--- src/rtl/dma_arbiter_if.sv ---
// rtl/dma_arbiter_if.sv - requester and DMA signal bundle for dma_arbiter
interface dma_arbiter_if #(
  parameter int MEM_ADDRESS_WIDTH = 10,
  parameter int LAYER_SZ          = 7
);
  logic [1:0]                     req;
  logic [2*MEM_ADDRESS_WIDTH-1:0] req_address;
  logic [2*LAYER_SZ-1:0]          req_count;
  logic [1:0]                     ready;
  logic [1:0]                     timeout;
  logic [1:0]                     overflow;
  logic                           DMA_read;
  logic [MEM_ADDRESS_WIDTH-1:0]   DMA_address;
  logic [LAYER_SZ-1:0]            DMA_count;
  logic                           DMA_ready;
  logic                           owner;
  logic                           busy;

  // Arbiter side
  modport slave (
    input  req, req_address, req_count, DMA_ready,
    output ready, timeout, overflow, DMA_read, DMA_address, DMA_count, owner, busy
  );

  // Requester / DMA side
  modport master (
    output req, req_address, req_count, DMA_ready,
    input  ready, timeout, overflow, DMA_read, DMA_address, DMA_count, owner, busy
  );
endinterface

--- src/rtl/dma_arbiter.sv ---
// rtl/dma_arbiter.sv - two-port round-robin burst arbiter for the DMA read port
module dma_arbiter #(
  parameter int MEM_ADDRESS_WIDTH = 10,
  parameter int LAYER_SZ          = 7,
  parameter int TIMEOUT           = 1023
) (
  input logic          clk,
  input logic          rst,
  input logic          clk_en,
  dma_arbiter_if.slave bus
);
  localparam int AW = MEM_ADDRESS_WIDTH;
  localparam int LS = LAYER_SZ;

  localparam logic [1:0] S_IDLE  = 2'd0;
  localparam logic [1:0] S_ISSUE = 2'd1;
  localparam logic [1:0] S_WAIT  = 2'd2;
  localparam logic [1:0] S_DONE  = 2'd3;

  localparam logic [9:0] WD_MAX = 10'(TIMEOUT);

  logic [1:0]    state;
  logic [1:0]    pending;
  logic [1:0]    overflow_q;
  logic [AW-1:0] buf_addr [2];
  logic [LS-1:0] buf_cnt  [2];
  logic          last;
  logic          owner_q;
  logic          abort_q;
  logic [9:0]    wd_cnt;
  logic [AW-1:0] dma_addr_q;
  logic [LS-1:0] dma_cnt_q;

  logic       grant_en;
  logic       grant_port;
  logic [1:0] grant_clr;

  // Pick the port to grant from IDLE; on a tie the port that was not served last wins
  always_comb begin
    grant_en   = (state == S_IDLE) && (pending != 2'b00);
    grant_port = (pending == 2'b11) ? ~last : pending[1];
    grant_clr  = 2'b00;
    if (grant_en) begin
      grant_clr = grant_port ? 2'b10 : 2'b01;
    end
  end

  // Per-port request buffers; a request landing on the grant edge refills the slot
  always_ff @(posedge clk or posedge rst) begin
    if (rst) begin
      pending    <= 2'b00;
      overflow_q <= 2'b00;
      for (int i = 0; i < 2; i++) begin
        buf_addr[i] <= '0;
        buf_cnt[i]  <= '0;
      end
    end else if (clk_en) begin
      for (int i = 0; i < 2; i++) begin
        if (bus.req[i] && (!pending[i] || grant_clr[i])) begin
          pending[i]  <= 1'b1;
          buf_addr[i] <= bus.req_address[i*AW +: AW];
          buf_cnt[i]  <= bus.req_count[i*LS +: LS];
        end else begin
          if (grant_clr[i]) pending[i] <= 1'b0;
          if (bus.req[i])   overflow_q[i] <= 1'b1;
        end
      end
    end
  end

  // Burst sequencer with watchdog; zero-length bursts skip the DMA entirely
  always_ff @(posedge clk or posedge rst) begin
    if (rst) begin
      state      <= S_IDLE;
      last       <= 1'b1;
      owner_q    <= 1'b0;
      abort_q    <= 1'b0;
      wd_cnt     <= '0;
      dma_addr_q <= '0;
      dma_cnt_q  <= '0;
    end else if (clk_en) begin
      case (state)
        S_IDLE: begin
          if (grant_en) begin
            owner_q    <= grant_port;
            dma_addr_q <= buf_addr[grant_port];
            dma_cnt_q  <= buf_cnt[grant_port];
            abort_q    <= 1'b0;
            state      <= (buf_cnt[grant_port] == '0) ? S_DONE : S_ISSUE;
          end
        end
        S_ISSUE: begin
          wd_cnt <= '0;
          state  <= S_WAIT;
        end
        S_WAIT: begin
          if (bus.DMA_ready) begin
            state <= S_DONE;
          end else if (wd_cnt == WD_MAX) begin
            abort_q <= 1'b1;
            state   <= S_DONE;
          end else begin
            wd_cnt <= wd_cnt + 10'd1;
          end
        end
        default: begin
          last  <= owner_q;
          state <= S_IDLE;
        end
      endcase
    end
  end

  // Moore output decode from registered state
  always_comb begin
    bus.ready       = (state == S_DONE) ? (owner_q ? 2'b10 : 2'b01) : 2'b00;
    bus.timeout     = (state == S_DONE && abort_q) ? (owner_q ? 2'b10 : 2'b01) : 2'b00;
    bus.overflow    = overflow_q;
    bus.DMA_read    = (state == S_ISSUE);
    bus.DMA_address = dma_addr_q;
    bus.DMA_count   = dma_cnt_q;
    bus.owner       = owner_q;
    bus.busy        = (state != S_IDLE);
  end
endmodule
--- src/flat_wrapper.sv ---
// flat-port wrapper written by rule: the top's interface ports become plain ports
module dma_arbiter_flat 
#(
  parameter int MEM_ADDRESS_WIDTH = 10,
  parameter int LAYER_SZ          = 7,
  parameter int TIMEOUT           = 1023
)
  (clk, rst, clk_en, bus_req, bus_req_address, bus_req_count, bus_DMA_ready, bus_ready, bus_timeout, bus_overflow, bus_DMA_read, bus_DMA_address, bus_DMA_count, bus_owner, bus_busy);
  dma_arbiter_if #(.MEM_ADDRESS_WIDTH(MEM_ADDRESS_WIDTH), .LAYER_SZ(LAYER_SZ)) bus_i ();
  input logic clk;
  input logic rst;
  input logic clk_en;
  input wire logic [$bits(bus_i.req)-1:0] bus_req;
  input wire logic [$bits(bus_i.req_address)-1:0] bus_req_address;
  input wire logic [$bits(bus_i.req_count)-1:0] bus_req_count;
  input wire logic [$bits(bus_i.DMA_ready)-1:0] bus_DMA_ready;
  output wire logic [$bits(bus_i.ready)-1:0] bus_ready;
  output wire logic [$bits(bus_i.timeout)-1:0] bus_timeout;
  output wire logic [$bits(bus_i.overflow)-1:0] bus_overflow;
  output wire logic [$bits(bus_i.DMA_read)-1:0] bus_DMA_read;
  output wire logic [$bits(bus_i.DMA_address)-1:0] bus_DMA_address;
  output wire logic [$bits(bus_i.DMA_count)-1:0] bus_DMA_count;
  output wire logic [$bits(bus_i.owner)-1:0] bus_owner;
  output wire logic [$bits(bus_i.busy)-1:0] bus_busy;
  assign bus_i.req = bus_req;
  assign bus_i.req_address = bus_req_address;
  assign bus_i.req_count = bus_req_count;
  assign bus_i.DMA_ready = bus_DMA_ready;
  assign bus_ready = bus_i.ready;
  assign bus_timeout = bus_i.timeout;
  assign bus_overflow = bus_i.overflow;
  assign bus_DMA_read = bus_i.DMA_read;
  assign bus_DMA_address = bus_i.DMA_address;
  assign bus_DMA_count = bus_i.DMA_count;
  assign bus_owner = bus_i.owner;
  assign bus_busy = bus_i.busy;
  dma_arbiter #(.MEM_ADDRESS_WIDTH(MEM_ADDRESS_WIDTH), .LAYER_SZ(LAYER_SZ), .TIMEOUT(TIMEOUT)) u_core (.clk(clk), .rst(rst), .clk_en(clk_en), .bus(bus_i));
endmodule
--- config.mk ---
export PLATFORM = sky130hd
export DESIGN_NAME = dma_arbiter_flat
export DESIGN_NICKNAME = d
export VERILOG_FILES = /design/src/rtl/dma_arbiter_if.sv /design/src/rtl/dma_arbiter.sv /design/src/flat_wrapper.sv
export SDC_FILE = /design/constraint.sdc
export NUM_CORES = 1
export LEC_CHECK = 0
export BUFFER_PORTS_ARGS = -buffer_cell sky130_fd_sc_hd__buf_2
export CAP_MARGIN = 20
export CORE_MARGIN = 5
export CORE_UTILIZATION = 25
export DETAILED_ROUTE_END_ITERATION = 10
export SETUP_SLACK_MARGIN = 0.4
export SYNTH_ARGS = -nofsm -noshare
export SYNTH_HDL_FRONTEND = slang
export SYNTH_SLANG_ARGS = --single-unit
--- constraint.sdc ---
create_clock -name clk -period 2.61 [get_ports clk]
set_clock_uncertainty 0.2 [all_clocks]
set_input_delay 0.261 -clock clk [delete_from_list [all_inputs] [get_ports clk]]
set_output_delay 0.261 -clock clk [all_outputs]
set_load 0.02 [all_outputs]
==> impl_metrics.toml <==
[routing]
drtIter0Drc = 58
vias = 2440
routed_wl_mm = 7.73
drc = 0
via_per_inst = 4.35
ant_nets = 0
firstDrtPassIters = 4
wire_per_inst_um = 13.8

[placed_design]
port_buffers = 65
place_hpwl_mm = 5.40
gp_congestion = 0.734
dp_slack_ps = 314
dpl_cell_area_mm2 = 0.00387

[cts]
h-tree-depth = 3
root_buffer = "clkbuf_16"
cts_made_buffers = 9
tritoncts = "done"
numClockSinks = 70
path_clk_slew_ps = 50
clk_latency_ps = 320
cts.path.max_buffers = 2

[flow_run]
drv_cap = 0

[grt]
grt_pass1_wl_mm = 13.0
grt_overflow = 0
grt_max_degree = 38
antenna_found_initial = 0
track_usage_pct = 10.3
first_global_vias = 2655

[die]
placementRows = 42
num_io_pins = 66
die_x_um = 125
core-area_mm2 = 0.0131
start_util_pct = 25.2
dieArea_mm2 = 0.0157
die_y_um = 125

[logic_synthesis]
syn-num-nets = 318
syn-cell-area_mm2 = 0.00331
synth_seq_area_share_pct = 52.9
avgSynthCellArea_um2 = 12.2
yosys.area.top_type = "dfrtp_1"
synth_top_area_share_pct = 52.1
yosys-top-cells-area = "dfrtp_1, mux2_2, mux2i_1"
synth_edf_count = 0
synth_ff_type = "dfrtp_1"
yosys_warnings = 0
async_flop_share_pct = 100
synth_cell_types = 49
ys_ff_latch = 70
synth_cells = 272

[timing]
worst_slack_ps = 495
rsz0062_at_grt = "true"
setup_violations = 0
max_clock_freq_mhz = 473
slew_viol_final = 0
period_share_pct = 81.0
relSlewSlack_pct = 46.3
tightest_slew_ps = 804
period_needed_ps = 2110
setup-tns-final_ps = 0
hold_viol_final = 0

[finish]
final_cell_mix = "dfrtp_1, buf_2, nand2_1"
antennaDiodeCount = 0
drive_above_1_share_pct = 36.4
area_delta_synth_final_pct = 38.2
final_common_cell = "dfrtp_1"
utilization_pct = 34.9
design_area_mm2 = 0.00458
fin_nets = 426

[critical_path]
slowest_stage = "dfstp_2"
r2r_slack_ps = 500
crit_fanout = 17
cp_cell_sequence = "a21bo_1 -> nand2_4 -> a21oi_4 -> buf_12 -> mux2_2"
required_ps = 2620
cp.arrival_ps = 2120
cp-end-kind = "flop"
critPathLaunchType = "flop"
cpPeakStageDelay_ps = 560
crit_type = "reg -> reg"

[power_and_ir_drop]
p_leak_nw = 2.08
ir_drop_v = 0.000489
power_density_mw_per_mm2 = 1110

[hold_path]
hp-class = "in -> reg"

[status]
outcome = "finished clean"
[final timing paths]
check	start	to	depth (start not counted)
worst max-delay path	u_core.last$_DFFE_PP1P_	u_core.buf_addr[18]$_DFFE_PP0P_	5
worst min register to register	u_core.bus.DMA_address[7]$_DFFE_PP0P_	u_core.bus.DMA_address[7]$_DFFE_PP0P_	2
max in group asynchronous	rst	u_core.last$_DFFE_PP1P_	4
worst min-delay path	bus_req[0]	u_core.bus.overflow[0]$_DFFE_PP0P_	2
worst max register to register	u_core.last$_DFFE_PP1P_	u_core.buf_addr[18]$_DFFE_PP0P_	5
min in group asynchronous	rst	u_core.bus.DMA_address[7]$_DFFE_PP0P_	3
[sequential cells by signal, indices dropped and copies added, names as in the netlist]
name,count
u_core.abort_q,1
u_core.buf_addr,20
u_core.buf_cnt,14
u_core.bus.DMA_address,10
u_core.bus.DMA_count,7
u_core.bus.overflow,2
u_core.bus.owner,1
u_core.last,1
u_core.pending,2
u_core.state,2
u_core.wd_cnt,10
[cells by family after synthesis]
kind of cell / count (synthesis) / share of synthesized area, %
compound gates: 49 / 10.2
mux: 57 / 19.7
flops: 70 / 52.9
fa+ha+maj: 6 / 2.27
buf+inv: 19 / 3.51
simple gates: 71 / 11.4
[per-stage QoR]
stage	hold WS (ps)	std cells	power (mW)
floorplan	209	272	3.24
global placement	244	507	3.71
detailed placement	251	507	3.77
CTS	17.3	559	5.15
global route	24.3	561	5.45
finish	23.0	561	5.09
[cell type report]
| class | instances | area (µm²) |
|---|---|---|
| multi-input combinational | 183 | 1460 |
| timing repair buffer | 109 | 796 |
| clock inverter | 6 | 85.1 |
| tap | 176 | 220 |
| fill | 1321 | 8560 |
| clock buffer | 10 | 239 |
| inverter | 7 | 30.0 |
| sequential | 70 | 1750 |
[synthesized netlist by cell type (3+ instances only)]
master    number
o21ai_0       22
mux2i_1       21
or4_1          5
buf_4          3
o31ai_1        4
nand2_1       37
nand3_1        7
dfrtp_1       69
clkbuf_1       4
inv_1          7
mux2_4        10
a21oi_1        6
mux2_2        26
ha_1           6
[repair_timing]
action,4_1_cts,5_1_grt
pin swaps,0,0
hold buffers,36,0
gates cloned,0,0
setup endpoints to repair,4,35
endpoints found under the hold margin,71,0
setup buffers,0,2
resized for setup,1,2
[layer usage]
layer,vias to the layer above,share of wire (%),track usage (%)
met5,-,0,0
met4,0,1.5,3.95
met3,10,3.0,2.26
met2,48,50,17.4
met1,1187,46,12.8
li1,1195,-,-
[report_power, final]
group | internal [mW] | switching [mW]
clock network | 0.858 | 0.440
logic | 0.927 | 0.962
registers | 1.56 | 0.348
total | 3.34 | 1.75
[worst max-delay path, delay by kind of cell, from the launching register on]
kind                   cells  cell delay (ps)
flip-flops                 1              560
buffers and inverters      1              190
AND/OR/NAND/NOR            1              100
AO/OA/AOI/OAI              2              590
multiplexers               1              340
(Power assumes the default switching activity.)
